## config.mk

```make
export PLATFORM = sky130hd
export DESIGN_NAME = control_unit_pipe
export DESIGN_NICKNAME = d
export VERILOG_FILES = /design/src/rtl/control_unit_pipe.sv
export SDC_FILE = /design/constraint.sdc
export NUM_CORES = 1
export LEC_CHECK = 0
export BUFFER_PORTS_ARGS = -buffer_cell sky130_fd_sc_hd__buf_2
export CORE_MARGIN = 2
export CORE_UTILIZATION = 45
export DETAILED_ROUTE_END_ITERATION = 8
export MAX_ROUTING_LAYER = met4
export PLACE_DENSITY = 0.72
export SKIP_LAST_GASP = 1
export SYNTH_ARGS = -nofsm -noshare
export SYNTH_HDL_FRONTEND = slang
export SYNTH_SLANG_ARGS = --single-unit
```

## constraint.sdc

```tcl
create_clock -name clk -period 3.7 [get_ports clk]
set_clock_uncertainty 0.15 [all_clocks]
set_input_delay 0.37 -clock clk [delete_from_list [all_inputs] [get_ports clk]]
set_output_delay 0.37 -clock clk [all_outputs]
set_load 0.03 [all_outputs]
```

## src/rtl/control_unit_pipe.sv

```systemverilog
// control_unit_pipe: pipelined RV32I control decoder with E/M/W control registers.
// Optional sticky illegal-instruction trap is enabled by defining CTRL_ILLEGAL_TRAP_EN.
module control_unit_pipe #(
    parameter int ALUCTRL_W             = 4,
    parameter int FLUSH_ON_RESET_CYCLES = 1
) (
    input  logic                 clk,
    input  logic                 reset,
    input  logic [6:0]           op,
    input  logic [2:0]           funct3,
    input  logic [6:0]           funct7,
    input  logic                 StallE,
    input  logic                 FlushE,
    input  logic                 ZeroE,
    input  logic                 LtE,
    input  logic                 LtuE,
    output logic [1:0]           ImmSrcD,
    output logic [ALUCTRL_W-1:0] ALUControlE,
    output logic                 ALUSrcE,
    output logic                 PCSrcE,
    output logic                 ResultSrcE0,
    output logic                 RegWriteM,
    output logic                 MemWriteM,
    output logic                 RegWriteW,
    output logic [1:0]           ResultSrcW,
    output logic                 IllegalD
`ifdef CTRL_ILLEGAL_TRAP_EN
    ,
    output logic                 IllegalSeen
`endif
);

    localparam int CW = $clog2(FLUSH_ON_RESET_CYCLES + 1);

    localparam logic [6:0] OP_LOAD  = 7'b0000011;
    localparam logic [6:0] OP_STORE = 7'b0100011;
    localparam logic [6:0] OP_R     = 7'b0110011;
    localparam logic [6:0] OP_I     = 7'b0010011;
    localparam logic [6:0] OP_BR    = 7'b1100011;
    localparam logic [6:0] OP_JAL   = 7'b1101111;
    localparam logic [6:0] OP_JALR  = 7'b1100111;
    localparam logic [6:0] OP_NOP   = 7'b0000000;

    localparam logic [3:0] ALU_ADD  = 4'd0;
    localparam logic [3:0] ALU_SUB  = 4'd1;
    localparam logic [3:0] ALU_AND  = 4'd2;
    localparam logic [3:0] ALU_OR   = 4'd3;
    localparam logic [3:0] ALU_XOR  = 4'd4;
    localparam logic [3:0] ALU_SLT  = 4'd5;
    localparam logic [3:0] ALU_SLTU = 4'd6;
    localparam logic [3:0] ALU_SLL  = 4'd7;
    localparam logic [3:0] ALU_SRL  = 4'd8;
    localparam logic [3:0] ALU_SRA  = 4'd9;

    typedef struct packed {
        logic                 reg_write;
        logic [1:0]           result_src;
        logic                 mem_write;
        logic                 jump;
        logic                 branch;
        logic                 alu_src;
        logic [ALUCTRL_W-1:0] alu_ctrl;
    } ctrl_t;

    ctrl_t          dec_d;
    ctrl_t          ctl_e;
    logic [3:0]     alu_d;
    logic [2:0]     funct3_e;
    logic [CW-1:0]  rst_cnt;
    logic           f7_checked;
    logic           cond;
    logic           trap_q;
    logic           reg_write_m;
    logic           mem_write_m;
    logic [1:0]     result_src_m;
    logic           reg_write_w;
    logic [1:0]     result_src_w;

    // I-type only constrains funct7 for the shift-immediate forms
    assign f7_checked = (op == OP_R) || (funct3 == 3'b001) || (funct3 == 3'b101);

    always_comb begin
        dec_d    = '0;
        alu_d    = ALU_ADD;
        ImmSrcD  = 2'b00;
        IllegalD = 1'b0;
        unique case (op)
            OP_LOAD: begin
                dec_d.reg_write  = 1'b1;
                dec_d.result_src = 2'b01;
                dec_d.alu_src    = 1'b1;
            end
            OP_STORE: begin
                dec_d.mem_write = 1'b1;
                dec_d.alu_src   = 1'b1;
                ImmSrcD         = 2'b01;
            end
            OP_R, OP_I: begin
                dec_d.reg_write = 1'b1;
                dec_d.alu_src   = (op == OP_I);
                unique case (funct3)
                    3'b000: alu_d = ALU_ADD;
                    3'b001: alu_d = ALU_SLL;
                    3'b010: alu_d = ALU_SLT;
                    3'b011: alu_d = ALU_SLTU;
                    3'b100: alu_d = ALU_XOR;
                    3'b101: alu_d = ALU_SRL;
                    3'b110: alu_d = ALU_OR;
                    3'b111: alu_d = ALU_AND;
                endcase
                if (funct7 == 7'b0100000) begin
                    if (funct3 == 3'b101)
                        alu_d = ALU_SRA;
                    else if (funct3 == 3'b000 && op == OP_R)
                        alu_d = ALU_SUB;
                    else if (f7_checked)
                        IllegalD = 1'b1;
                end else if (funct7 != 7'b0 && f7_checked) begin
                    IllegalD = 1'b1;
                end
            end
            OP_BR: begin
                if (funct3 == 3'b010 || funct3 == 3'b011) begin
                    IllegalD = 1'b1;
                end else begin
                    dec_d.branch = 1'b1;
                    alu_d        = ALU_SUB;
                    ImmSrcD      = 2'b10;
                end
            end
            OP_JAL: begin
                dec_d.jump       = 1'b1;
                dec_d.reg_write  = 1'b1;
                dec_d.result_src = 2'b10;
                ImmSrcD          = 2'b11;
            end
            OP_JALR: begin
                dec_d.jump       = 1'b1;
                dec_d.reg_write  = 1'b1;
                dec_d.result_src = 2'b10;
                dec_d.alu_src    = 1'b1;
            end
            OP_NOP: ;
            default: IllegalD = 1'b1;
        endcase
        dec_d.alu_ctrl = ALUCTRL_W'(alu_d);
        if (IllegalD) begin
            dec_d   = '0;
            ImmSrcD = 2'b00;
        end
    end

`ifdef CTRL_ILLEGAL_TRAP_EN
    always_ff @(posedge clk) begin
        if (reset)
            trap_q <= 1'b0;
        else if (IllegalD && !StallE && !FlushE)
            trap_q <= 1'b1;
    end
    assign IllegalSeen = trap_q;
`else
    assign trap_q = 1'b0;
`endif

    // E stage: the post-reset counter forces bubbles until the front end settles
    always_ff @(posedge clk) begin
        if (reset) begin
            ctl_e    <= '0;
            funct3_e <= '0;
            rst_cnt  <= CW'(FLUSH_ON_RESET_CYCLES);
        end else begin
            if (rst_cnt != '0)
                rst_cnt <= rst_cnt - CW'(1);
            if (FlushE || rst_cnt != '0) begin
                ctl_e    <= '0;
                funct3_e <= '0;
            end else if (!StallE) begin
                ctl_e    <= trap_q ? '0 : dec_d;
                funct3_e <= funct3;
            end
        end
    end

    always_ff @(posedge clk) begin
        if (reset) begin
            reg_write_m  <= 1'b0;
            mem_write_m  <= 1'b0;
            result_src_m <= 2'b00;
            reg_write_w  <= 1'b0;
            result_src_w <= 2'b00;
        end else if (!StallE) begin
            reg_write_m  <= ctl_e.reg_write;
            mem_write_m  <= ctl_e.mem_write;
            result_src_m <= ctl_e.result_src;
            reg_write_w  <= reg_write_m;
            result_src_w <= result_src_m;
        end
    end

    always_comb begin
        cond = 1'b0;
        unique case (funct3_e)
            3'b000:  cond = ZeroE;
            3'b001:  cond = !ZeroE;
            3'b100:  cond = LtE;
            3'b101:  cond = !LtE;
            3'b110:  cond = LtuE;
            3'b111:  cond = !LtuE;
            default: cond = 1'b0;
        endcase
    end

    assign PCSrcE      = ctl_e.jump | (ctl_e.branch & cond);
    assign ALUControlE = ctl_e.alu_ctrl;
    assign ALUSrcE     = ctl_e.alu_src;
    assign ResultSrcE0 = ctl_e.result_src[0];
    assign RegWriteM   = reg_write_m;
    assign MemWriteM   = mem_write_m;
    assign RegWriteW   = reg_write_w;
    assign ResultSrcW  = result_src_w;

endmodule

```

==> results of run 1 <==
## layer usage
metal	vias up	global-route usage [%]
li1	562	-
met1	500	20.4
met2	36	27.7
met3	4	2.34
met4	0	9.06
met5	-	-
## worst register-to-register path, delay by kind of cell, from the launching register on
kind | cells | cell delay (ps)
AND/OR/NAND/NOR | 2 | 770
AO/OA/AOI/OAI | 2 | 360
flip-flops | 1 | 330
## per-stage QoR
| step | hold slack [ps] | power, mW | util [%] |
|---|---|---|---|
| floorplan | 248 | 0.277 | - |
| global placement | 305 | 0.299 | 54.6 |
| detailed placement | 308 | 0.301 | 54.6 |
| CTS | 126 | 0.483 | 56.7 |
| global route | 129 | 0.495 | 56.7 |
| finish | 130 | 0.480 | 56.7 |
## logic make-up (layout without fill, tap and decap cells)
logic type,Yosys count,count (layout)
xor gates and xnor gates,2,2
muxes,13,13
DFF,22,22
buffers and inverters,15,47
AOI/OAI and AO/OA,29,29
adders and majority gates,5,5
and+or+nand+nor,53,53
## Yosys cell counts (all sizes together)
master	count	area [µm²]
a2111oi	1	10.0
a21boi	1	7.51
a21o	2	15.0
a21oi	10	53.8
a311oi	1	26.3
a32oi	1	8.76
and2	1	6.26
and4	1	8.76
and4b	1	10.0
buf	5	33.8
clkbuf	5	18.8
dfxtp	22	440
ha	5	62.6
inv	5	18.8
mux2i	13	130
nand2	9	33.8
nand2b	1	6.26
nand3	8	40.0
nand3b	1	7.51
nand4	3	18.8
nor2	17	63.8
nor3	6	30.0
nor4	1	6.26
o21ai	7	35.0
o21bai	2	15.0
o22ai	1	6.26
o31ai	3	27.5
or2	1	6.26
or3	1	6.26
or4	2	18.8
xor2	2	17.5
## worst max-delay path by stage
stage,from,endpoint,slack (ps),depth (start not counted)
after floorplan,funct3[2],IllegalD,1440,4
after global placement,funct7[1],IllegalD,1550,5
after detailed placement,funct7[1],IllegalD,1530,5
after CTS,funct7[1],IllegalD,1540,5
after global routing,op[3],IllegalD,1460,5
final,op[3],IllegalD,1530,5
## cell usage in the layout, fill, tap and decap left out, drive strengths merged, types with 2 or more instances in the layout
master,instances
nand3,8
nand4,3
o31ai,3
or4,2
xor2,2
a21o,2
ha,5
clkbuf,3
inv,5
o21ai,7
nand2,9
mux2i,13
nor2,17
dfxtp,22
buf,38
o21bai,2
nor3,6
a21oi,10
## registers in the layout (all words and copies together) (netlist names)
register / flops
ResultSrcW: 2
MemWriteM: 1
funct3_e: 3
RegWriteW: 1
ALUSrcE: 1
rst_cnt: 1
ResultSrcE0: 1
RegWriteM: 1
result_src_m: 2
ctl_e: 5
ALUControlE: 4
## cell type report
type	instances	area, µm²
timing repair buffer	38	190
clock buffer	3	22.5
tap	30	37.5
multi-input combinational	102	678
clock inverter	1	30.0
sequential	22	440
fill	239	1080
inverter	5	18.8
## report_power, final
part           leakage, nW  total, mW  internal, mW  switching [mW]
Clock               0.0279      0.184         0.109          0.0743
Sequential           0.178      0.239         0.238        0.000851
Combinational        0.441     0.0569        0.0224          0.0346
Total                0.647      0.480         0.370           0.110
==> results.md, run 1 <==
* Tightest Pin Transition at 539 ps
* Leakage at ~0.65 nW
* Vias at 1102
* Residual DRC count at 0
* DP HPWL at between 1500 and 2000 µm
* Setup TNS at 0 ps
* DRT iter0 DRCs at 16
* Final slew viol count at 0
* Pre-Repair DR Iteration Count at 4
* CTS tree: yes
* Gpl congestion at 0.809
* Top routing layer in use: met4
* Mean post-synth cell area at 8.56 µm²
* Critical Path RT at about 3200 ps
* # diodes at 0
* Pwr dens at around 340 nW/µm²
* Post-Synthesis Cells at about 140
* Main combinational cell family by area after synthesis: simple AND/OR/NAND/NOR gates
* Max-cap violations at 0
* Die Y at approximately 55 µm
* HP Start: reset
* Wire per inst at between 10 and 15 µm
* Hold depth at 1
* Largest net degree at the start of global routing at 27
* Initial core utilization at a little under half
* Design area at ~1400 µm²
* Yosys reg bits at 22
* Synth Area in XOR/XNOR at around 1.5%
* Post-Synth Simple-Gate Area at ~22%
* Multiplexer share of the synthesized area at a little over a tenth
* Worst R2R End: ALUControlE[2]
* Max incr delay on CP at ~320 ps
* Share of layout cells above drive strength 1 at a little over a quarter
* Clock Latency Late Sink at between 300 and 400 ps
* Core area at between 2000 and 2500 µm²
* WHS Endpoint: rst_cnt
* Syn_nets at 168
* Nets@finish at around 200
* Clock sink count at 22
* Worst reg2reg path depth at 4
* Final setup margin at ~1500 ps
* Crit start category: input port
* Metal3 WL at roughly 120 µm
* Tmin final at 2170 ps
* Reg2reg setup slack at 2020 ps
* Synth Area in Adders at approximately 5.3%
* Distinct cells, synth at 36
* Fin. Hold Viols at 0
* Die X at ~55 µm
* Vias per inst at roughly 5.5
* Worst Setup End Kind: primary output
* CP max FO at 7
* Synthesis-to-finish area growth at 19.1%
* Crit Path Class: input port to primary output
* Most frequent CP cell: buf_2
* Gr ovfl total at 0
* Crit path buffers/inverters at 2
* Status: complete, no violations
* Cells along the critical path: buf_2 -> nor3_1 -> nand4_1 -> o31ai_1 -> buf_2
* # setup viols final at 0
* Initial antenna violation count at 0
* Reg2reg start: rst_cnt
* Peak VDD IR at between 200 and 250 µV
* Hold buffer count at CTS at 0
* PortBufs at 38
* Synth warnings at 0
* # IOs at 39
* Total GRT Usage at roughly 17%
* Family with the most delay on the worst path: simple AND/OR/NAND/NOR gates
* Syn Std Cell Area at 1190 µm²
* Fin crit share at between 50% and 60%
* Post-synthesis sequential area ratio at between 30% and 40%
* Metal1 wirelength at around 1100 µm
* Clock Root Buffer: clkbuf_4
* Post_cts resized at 0
* Die area at 3070 µm²
* CTS buffer count at 3
* Critical path arrival at around 1700 ps
* Hold WC Path Type: input port to register
* FMAX at ~0.46 GHz
* Vias in the first global route at just under 1k
* DRT antenna net count at 0
* RSZ-0062 raised after global routing: no
* Slowest stage cell on the critical path: nor3_1
* Dpl ws at approximately 1500 ps
* Routed met2 length at 1260 µm
* Compound-Gate Fraction of Synth Area at about 17%
* DP Cell Count at a little under 200
* # rows at 18
* Clock Path Buffers at 2
* Routed wire length at approximately 2500 µm
* Placed Area at roughly 1400 µm²
* First-pass GRT wire length at approximately 4200 µm
* Layout Cells excl Fill at 201
* Max-slew headroom at about 64%
* Reg clk slew, reported paths at 120 ps
* Postcts setup bufs at 0
* H-tree depth at 1
(Power assumes the default switching activity.)
==> run 2: changes to the inputs <==
Clock period 3.7 ns to 2.12 ns, I/O delays scaled along.
==> run 2 against run 1 <==
Sequential cell count did not move. Hold slack got worse by 61 ps. Critical endpoint is now PCSrcE. Highest routed layer unchanged. Sequential power grew 74%. Utilization grew 0.050 points. Wire length down 2.1%.
==> results.md, run 2 (synthesis results as in run 1) <==
* Commonest non-fill, non-tap cell in the layout: buf_2
* Critical Path RT at 1760 ps (-1420 ps)
* Worst R2R End: ALUControlE[2]
* Gpl congestion at 0.777 (-3.9%)
* CP max FO at 3 (-4)
* Routed wire length at 2500 µm (-2.1%)
* Reg clk slew, reported paths at 110 ps (about the same)
* First-pass GRT wire length at 4020 µm (-4.0%)
* Total GRT Usage at 16.5% (-0.57 points)
* Vias at 1115 (+1.2%)
* Vias per inst at 5.49 (+0.18%)
* Crit Path Class: register to primary output
* Die area at 3070 µm² (unchanged)
* Cells along the critical path: mux2i_1 -> xor2_1 -> o21ai_0 -> a21o_1 -> buf_2
* RSZ-0062 raised after global routing: no
* Most frequent cells in the layout: 38 x buf_2, 22 x dfxtp_1, 17 x nor2_1
* Sw frac at 24.5% (+1.6 points)
* Reg area at 440 µm² (unchanged)
* Residual DRC count at 0 (unchanged)
* Clock Path Buffers at 2 (unchanged)
* Crit start category: register
* Die Y at 55.4 µm (unchanged)
* # rows at 18 (unchanged)
* Initial core utilization at 47.6% (unchanged)
* Pre-Repair DR Iteration Count at 4 (unchanged)
* Initial antenna violation count at 0 (unchanged)
* Worst reg2reg path depth at 4 (unchanged)
* Clock Root Buffer: clkbuf_4
* FMAX at between 0.5 and 0.6 GHz
* Filler cell count at 229 (-4.2%)
* Fin crit share at 87.8%
* Max incr delay on CP at 390 ps (+70 ps)
* Wire per inst at 12.3 µm (-3.1%)
* Reg2reg setup slack at 590 ps (-1430 ps)
* Switching power at 0.182 mW (+66%)
* H-tree depth at 1 (unchanged)
* Status: complete, no violations
* Die X at 55.4 µm (unchanged)
* Final slew viol count at 0 (unchanged)
* Share of layout cells above drive strength 1 at 27.7% (+0.26 points)
* Leakage at 0.648 nW (+0.24%)
* GR Layer Usage met1 at 18.5% (-1.9 points)
* Busiest grt layer: met2
* CTS buffer count at 3 (unchanged)
* Slowest stage cell on the critical path: dfxtp_1
* Nets@finish at 203 (+1.0%)
* Hold WC Path Type: input port to register
* Largest net degree at the start of global routing at 27 (unchanged)
* Internal power at 0.561 mW (+52%)
* # setup viols final at 0 (unchanged)
* Setup TNS at 0 ps (unchanged)
* Met2 Use GR at 28.9% (+1.2 points)
* Largest reg by FF count: ctl_e
* Synthesis-to-finish area growth at 19.2% (about the same)
* WHS Endpoint: funct3_e[0]
* Core area at 2500 µm² (unchanged)
* Peak VDD IR at 352 µV (+53%)
* Fin. Hold Viols at 0 (unchanged)
* Worst Setup End Kind: primary output
* Dpl ws at 264 ps (-1260 ps)
* Max FFs per register at 5 (unchanged)
* DRT antenna net count at 0 (unchanged)
* # IOs at 39 (unchanged)
* Final setup margin at 260 ps (-1270 ps)
* Tmin final at approximately 1900 ps
* Reg2reg start: rst_cnt
* DP HPWL at 1970 µm (about the same)
* Max-cap violations at 0 (unchanged)
* Clock sink count at 22 (unchanged)
* Clock Latency Late Sink at 300 ps (about the same)
* Multi-input gate area at 678 µm² (unchanged)
* HP Start: funct3[0]
* Tightest Pin Transition at 538 ps (-1.79 ps)
* Gr ovfl total at 0 (unchanged)
* DRT iter0 DRCs at 18 (+2)
* PortBufs at 38 (unchanged)
* Critical path arrival at 1500 ps (-150 ps)
* Comb pwr share at 13.6% (+1.7 points)
* CTS tree: yes
* # diodes at 0 (unchanged)
* Hold depth at 3 (+2)
* Part of the power in the clock network at 30.4% (-7.9 points)
* Pwr dens at 524 nW/µm² (+55%)
* Max-slew headroom at 64.2% (+0.12 points)
* Vias in the first global route at 994 (+0.40%)
* Final cell utilization of the core at 56.8% (about the same)
* Routing usage on met3 at 1.64% (-0.70 points)
* Register share of total power at 56.1% (+6.3 points)
run 2: cell count changes in the layout (fill, tap and decap cells not counted), sizes merged:
cell,before,now
buf,38,39
bufinv,1,0
clkbuf,3,4
dlygate4sd3,0,1
run 2: per-layer routing:
layer,routed length (µm),up-vias
met5,0,-
met4,42,0
met3,118,5
met2,1230,40
met1,1100,500
li1,-,570
run 2: timing repair:
action | 4_1_cts | 5_1_grt
hold buffers | 1 | 0
hold endpoints to repair | 1 | 0
gates resized for setup | 0 | 0
setup buffers | 0 | 0
run 2: cell type report:
cell class,count,area share (%)
inverters,5,1.32
flip-flops and latches,22,31.0
clock buffers,4,2.56
repair buffers,40,14.6
well taps,30,2.65
multi-input cells,102,47.8
run 2: worst max-delay path, delay by kind of cell, from the launching register on:
| kind | cells | cell delay (ps) |
|---|---|---|
| XOR/XNOR | 1 | 160 |
| flip-flops | 1 | 390 |
| AO/OA/AOI/OAI | 2 | 270 |
| multiplexers | 1 | 220 |
| buffers and inverters | 1 | 170 |
run 2: power by group through the flow:
stage	Sequential (mW)	Clock, mW	Combinational [mW]
after floorplan	0.426	0	0.0568
after global placement	0.426	0	0.0960
after detailed placement	0.426	0	0.0996
after CTS	0.417	0.231	0.102
after global routing	0.418	0.243	0.113
final	0.417	0.226	0.101
run 2: how the worst max path moves through the flow:
stage / start / to / cells after the start
after global placement: funct7[1] / IllegalD / 5
after detailed placement: funct7[1] / ctl_e[10] / 6
after floorplan: funct3[2] / IllegalD / 4
after CTS: funct3_e[2] / PCSrcE / 5
after global routing: funct3_e[2] / PCSrcE / 5
final: funct3_e[2] / PCSrcE / 5
run 2: stage by stage:
stage / cell area [µm²] / instances / hold slack [ps] / power, mW
4_1_cts: 1420 / 203 / 69.1 / 0.750
5_1_grt: 1420 / 203 / 92.2 / 0.774
3_3_place_gp: 1370 / 198 / 301 / 0.522
2_1_floorplan: 1190 / 139 / 89.7 / 0.483
6_report: 1420 / 203 / 68.2 / 0.744
3_5_place_dp: 1370 / 198 / 307 / 0.526
